[config.mk]
export PLATFORM = sky130hd
export DESIGN_NAME = afifo_wr_arb
export DESIGN_NICKNAME = d
export VERILOG_FILES = /design/src/rtl/afifo_ctrl_pkg.sv /design/src/rtl/util_rr_pick.sv /design/src/rtl/afifo_wr_arb.sv
export SDC_FILE = /design/constraint.sdc
export NUM_CORES = 1
export LEC_CHECK = 0
export ABC_AREA = 1
export CORE_AREA = 2 2 253 255
export DETAILED_ROUTE_END_ITERATION = 10
export DIE_AREA = 0 0 255 257
export HOLD_SLACK_MARGIN = 0.1
export PLACE_DENSITY = 0.4
export SLEW_MARGIN = 20
export SYNTH_ARGS = -nofsm -noshare
export SYNTH_HDL_FRONTEND = slang
export SYNTH_SLANG_ARGS = --single-unit
[constraint.sdc]
create_clock -name clk -period 2.2 [get_ports clk]
set_clock_uncertainty 0.1 [all_clocks]
set_input_delay 0.22 -clock clk [delete_from_list [all_inputs] [get_ports clk]]
set_output_delay 0.22 -clock clk [all_outputs]
set_load 0.05 [all_outputs]
[src/rtl/afifo_ctrl_pkg.sv]
// Shared types and helpers for the afifo write-side control blocks.
// The round-robin helper is a scalar reference usable outside the arbiter datapath.
package afifo_ctrl_pkg;

  typedef enum logic {
    IDLE = 1'b0,
    BUSY = 1'b1
  } arb_state_e;

  localparam int RR_MAX_N = 16;
  localparam int RR_IDX_W = 4;

  typedef struct packed {
    logic                found;
    logic [RR_IDX_W-1:0] idx;
  } rr_pick_t;

  // First set bit of req scanning ptr, ptr+1, ... modulo n (ptr must be < n).
  function automatic rr_pick_t rr_pick(input logic [RR_MAX_N-1:0] req,
                                       input logic [RR_IDX_W-1:0] ptr,
                                       input int                  n = RR_MAX_N);
    rr_pick_t res;
    int       k;
    res = '0;
    for (int i = RR_MAX_N - 1; i >= 0; i--) begin
      k = int'(ptr) + i;
      if (k >= n) k = k - n;
      if (i < n && req[k]) begin
        res.found = 1'b1;
        res.idx   = RR_IDX_W'(k);
      end
    end
    return res;
  endfunction

endpackage

[src/rtl/util_rr_pick.sv]
// Combinational round-robin pick: rotate the request vector by ptr,
// priority-encode the lowest set bit, then rotate the offset back.
module util_rr_pick #(
  parameter  int N   = 4,
  localparam int IDW = $clog2(N)
) (
  input  logic [N-1:0]   req,
  input  logic [IDW-1:0] ptr,
  output logic [IDW-1:0] idx,
  output logic           found
);

  logic [2*N-1:0] req2;
  logic [N-1:0]   rot;
  logic [IDW-1:0] off;
  int             sum;

  // NOTE: every signal written here gets a value before any branch, so no path infers a latch.
  always_comb begin
    req2  = {req, req};
    rot   = req2[int'(ptr) +: N];
    off   = '0;
    found = 1'b0;
    for (int i = N - 1; i >= 0; i--) begin
      if (rot[i]) begin
        off   = IDW'(i);
        found = 1'b1;
      end
    end
    sum = int'(ptr) + int'(off);
    idx = (sum >= N) ? IDW'(sum - N) : IDW'(sum);
  end

endmodule

[src/rtl/afifo_wr_arb.sv]
// Round-robin burst arbiter sharing the afifo write port among N requesters.
// A grant lasts until s_last or MAX_BEATS accepted beats; one idle cycle separates bursts.
module afifo_wr_arb
  import afifo_ctrl_pkg::*;
#(
  parameter  int N         = 4,
  parameter  int DW        = 128,
  parameter  int MAX_BEATS = 16,
  localparam int IDW       = $clog2(N)
) (
  input  logic            clk,
  input  logic            reset_n,
  input  logic [N-1:0]    s_valid,
  input  logic [N-1:0]    s_last,
  input  logic [N*DW-1:0] s_data,
  output logic [N-1:0]    s_ready,
  output logic            fifo_we,
  output logic [DW-1:0]   fifo_d,
  input  logic            fifo_wfull,
  output logic [IDW-1:0]  gnt_id,
  output logic            busy,
  input  logic            ovl_clr,
  output logic            ovl_err
);

  localparam int             CW       = $clog2(MAX_BEATS);
  localparam logic [CW-1:0]  CNT_LAST = CW'(MAX_BEATS - 1);
  localparam logic [IDW-1:0] ID_LAST  = IDW'(N - 1);

  arb_state_e     state_q, state_d;
  logic [IDW-1:0] ptr_q, ptr_d;
  logic [IDW-1:0] gnt_id_q, gnt_id_d;
  logic [CW-1:0]  beat_cnt_q, beat_cnt_d;
  logic           ovl_err_q, ovl_err_d;

  logic [IDW-1:0] pick_idx;
  logic           pick_found;
  logic           sel_valid;
  logic           sel_last;
  logic           accept;
  logic           at_cap;
  logic           release_burst;

  util_rr_pick #(.N(N)) u_pick (
    .req   (s_valid),
    .ptr   (ptr_q),
    .idx   (pick_idx),
    .found (pick_found)
  );

  // Handshake outputs are decoded from state so an async reset drops them at once.
  always_comb begin
    busy      = (state_q == BUSY);
    sel_valid = s_valid[gnt_id_q];
    sel_last  = s_last[gnt_id_q];
    fifo_d    = s_data[int'(gnt_id_q) * DW +: DW];
    accept    = busy & sel_valid & ~fifo_wfull;
    fifo_we   = accept;
    s_ready   = '0;
    if (busy && !fifo_wfull) s_ready[gnt_id_q] = 1'b1;
    at_cap        = (beat_cnt_q == CNT_LAST);
    release_burst = accept & (sel_last | at_cap);
    gnt_id    = gnt_id_q;
    ovl_err   = ovl_err_q;
  end

  always_comb begin
    state_d    = state_q;
    ptr_d      = ptr_q;
    gnt_id_d   = gnt_id_q;
    beat_cnt_d = beat_cnt_q;
    ovl_err_d  = ovl_err_q;

    case (state_q)
      IDLE: begin
        if (pick_found) begin
          gnt_id_d   = pick_idx;
          beat_cnt_d = '0;
          state_d    = BUSY;
        end
      end
      BUSY: begin
        if (release_burst) begin
          state_d = IDLE;
          ptr_d   = (gnt_id_q == ID_LAST) ? '0 : gnt_id_q + 1'b1;
        end else if (accept) begin
          beat_cnt_d = beat_cnt_q + 1'b1;
        end
      end
      default: state_d = IDLE;
    endcase

    // A cut burst sets the flag even when a clear arrives in the same cycle.
    if (release_burst && at_cap && !sel_last) ovl_err_d = 1'b1;
    else if (ovl_clr)                          ovl_err_d = 1'b0;
  end

  // NOTE: sequential state uses non-blocking assignments so all flops sample pre-edge values.
  // NOTE: only control state is reset; the data path is a pure mux and holds no storage.
  always_ff @(posedge clk or negedge reset_n) begin
    if (!reset_n) begin
      state_q    <= IDLE;
      ptr_q      <= '0;
      gnt_id_q   <= '0;
      beat_cnt_q <= '0;
      ovl_err_q  <= 1'b0;
    end else begin
      state_q    <= state_d;
      ptr_q      <= ptr_d;
      gnt_id_q   <= gnt_id_d;
      beat_cnt_q <= beat_cnt_d;
      ovl_err_q  <= ovl_err_d;
    end
  end

endmodule
==> flow_summary.json <==
{
  "overflow": 0,
  "timing.final.ws_setup_ps": 20.0,
  "die_h_um": 257,
  "die_w_um": 255,
  "worst_ep_required_time_ps": 1880,
  "core_um2": 62700,
  "start_util_pct": 6.62,
  "syn_inst": 839,
  "p_leak_nw": 5.40,
  "viasPerCell": 3.85,
  "yosysTopAreaCellShare_pct": 31.5,
  "antenna_found_initial": 23,
  "rows": 92,
  "ios": 661,
  "max_freq_mhz": 459,
  "min_path_type": "in2async",
  "synthTopCellsByArea": "o21ai_0, nor2_1, o22ai_1",
  "hold_viol": 0,
  "io_buffers": 660,
  "cts_buffer_depth": 2,
  "crit_path_max_fanout": 77,
  "slew_violations": 0,
  "crit_type": "reg2out",
  "period_minus_slack_ps": 2180,
  "endpoint_kind": "output pin",
  "powerDensity_nw_per_um2": 1680,
  "syn_avg_cell_area_um2": 4.95,
  "clk_latency_ps": 240,
  "syn-cell-area_um2": 4150,
  "drt-initial-drc-count": 329,
  "status": "complete, no violations",
  "final_nets": 1994,
  "synth_warnings": 0,
  "slew_headroom_pct": 64.8,
  "ant_nets": 0,
  "synth_cell_types": 23,
  "dp_slack_ps": 125,
  "drt-pass1-iter-count": 6,
  "final-setup-viol-count": 0,
  "grt_pass1_vias": 9753,
  "yosysSeqAreaShare_pct": 6.03,
  "rsz0062_at_grt": "yes",
  "drive_gt1_share_pct": 22.7,
  "die_area_um2": 65500,
  "grt_max_degree": 79,
  "drc": 0,
  "cts_tree": "built",
  "worstSetupStartpointType": "flop",
  "final_core_util_pct": 24.0,
  "fin_crit_sh_pct": 99.1,
  "grt_first_pass_wirelength_mm": 65.3,
  "gp_congestion": 0.866,
  "dp_hpwl_mm": 39.9,
  "vias": 8930,
  "finalPower_mw": 25.3,
  "maxCapViolCount": 0,
  "synth.net_count": 1369,
  "root_buffer": "clkbuf_16",
  "cts.htree.levels": 1,
  "cp.arrival_ps": 1860,
  "yosysTopAreaCell": "o21ai_0",
  "synth.ff_latch_count": 10,
  "worst_slew_pin_slew_ps": 526,
  "wl_per_cell_um": 20.7,
  "cts_buffers": 3,
  "area_growth_pct": 263,
  "peakVddDrop_uv": 868,
  "path_clk_slew_ps": 40,
  "cts_hold_buf": 0,
  "clkSinkCount": 10,
  "wirelength_mm": 48.0,
  "gr-usage-all-layers_pct": 13.5
}
## critical path, stage by stage (launching register included)
cell     delay, ps
dfrtp_4        520
inv_4          110
buf_16         220
o21ai_0        190
o22ai_2        260
buf_12         180
## cell usage after synthesis, drive strengths merged
cell / number
a21boi: 1
buf: 25
clkbuf: 60
clkinv: 2
dfrtp: 10
ha: 6
inv: 14
nand2: 38
nand3: 16
nor2: 268
nor3b: 1
o21ai: 265
o22ai: 129
or2: 1
xor2: 3
## what timing repair did
action                                 CTS  global route
cloned                                   1             3
setup buffers                            0             3
pin swaps                                0             3
setup endpoints to repair               53           110
gates resized for setup                  5            89
endpoints found under the hold margin    0             0
## cell usage in the layout (no fill, tap or decap), drive strengths merged
cell,instances
clkdlybuf4s50,525
nor2,268
o21ai,265
buf,177
o22ai,129
nand2,38
nand3,16
inv,15
dfrtp,10
diode,8
clkbuf,7
ha,6
xor2,3
a21boi,1
clkinv,1
nor3b,1
or2,1
## logic make-up (layout without fill, tap and decap cells)
| kind of cell | after synthesis | after routing | synth area share, % |
|---|---|---|---|
| buffers and inverters | 101 | 725 | 9.64 |
| other | 0 | 8 | 0 |
| AO/OA/AOI/OAI | 395 | 395 | 51.8 |
| flip-flops | 10 | 10 | 6.03 |
| XOR/XNOR | 3 | 3 | 0.633 |
| adder cells (fa/ha/maj) | 6 | 6 | 1.81 |
| AND/OR/NAND/NOR | 324 | 324 | 30.0 |
## final cells by class
type,instances,area [um^2]
diodes,8,20.0
flip-flops and latches,10,258
fillers,6823,47700
repair buffers,705,8570
inverters,16,80.1
clock buffers,4,88.8
multi-input cells,728,5000
well taps,846,1060
## per-stage QoR
step / instances / instance area [um^2] / hold WS, ps / setup TNS (ps)
2_1_floorplan: 839 / 5630 / -176 / -36.8
3_3_place_gp: 2298 / 14700 / 418 / 0
6_report: 2317 / 15100 / 227 / 0
3_5_place_dp: 2298 / 14700 / 434 / 0
5_1_grt: 2312 / 15100 / 260 / -623
4_1_cts: 2303 / 14900 / 244 / -478
## registers in the layout, summed over array words and instances (netlist names)
name        flops
ovl_err         1
beat_cnt_q      4
busy            1
ptr_q           2
gnt_id          2
## final timing paths
check	startpoint	to	slack [ps]	depth (start not counted)
worst max-delay path	gnt_id[1]	fifo_d[9]	20	5
worst min-delay path	reset_n	ovl_err	230	1
worst max register to register	gnt_id[0]	beat_cnt_q[3]	230	11
worst min register to register	beat_cnt_q[1]	beat_cnt_q[1]	440	2
max in group asynchronous	reset_n	gnt_id[0]	1380	1
min in group clk	beat_cnt_q[1]	beat_cnt_q[1]	440	2
## power by group
group          leakage, nW  total, mW  internal, mW  switching (mW)
Combinational         5.23       24.5          10.7            13.9
Clock               0.0442      0.363         0.274          0.0894
Sequential           0.125      0.402         0.263           0.139
Total                 5.40       25.3          11.2            14.1
## routing by layer
layer	vias to the layer above	wire (um)	share of wire (%)	global-route usage (%)
li1	4236	-	-	-
met1	4135	17600	37	14.3
met2	475	24300	51	24.9
met3	64	4760	9.9	4.67
met4	20	1310	2.7	3.56
met5	-	126	0.26	0
Note: power is estimated with default switching activity, not from simulation.
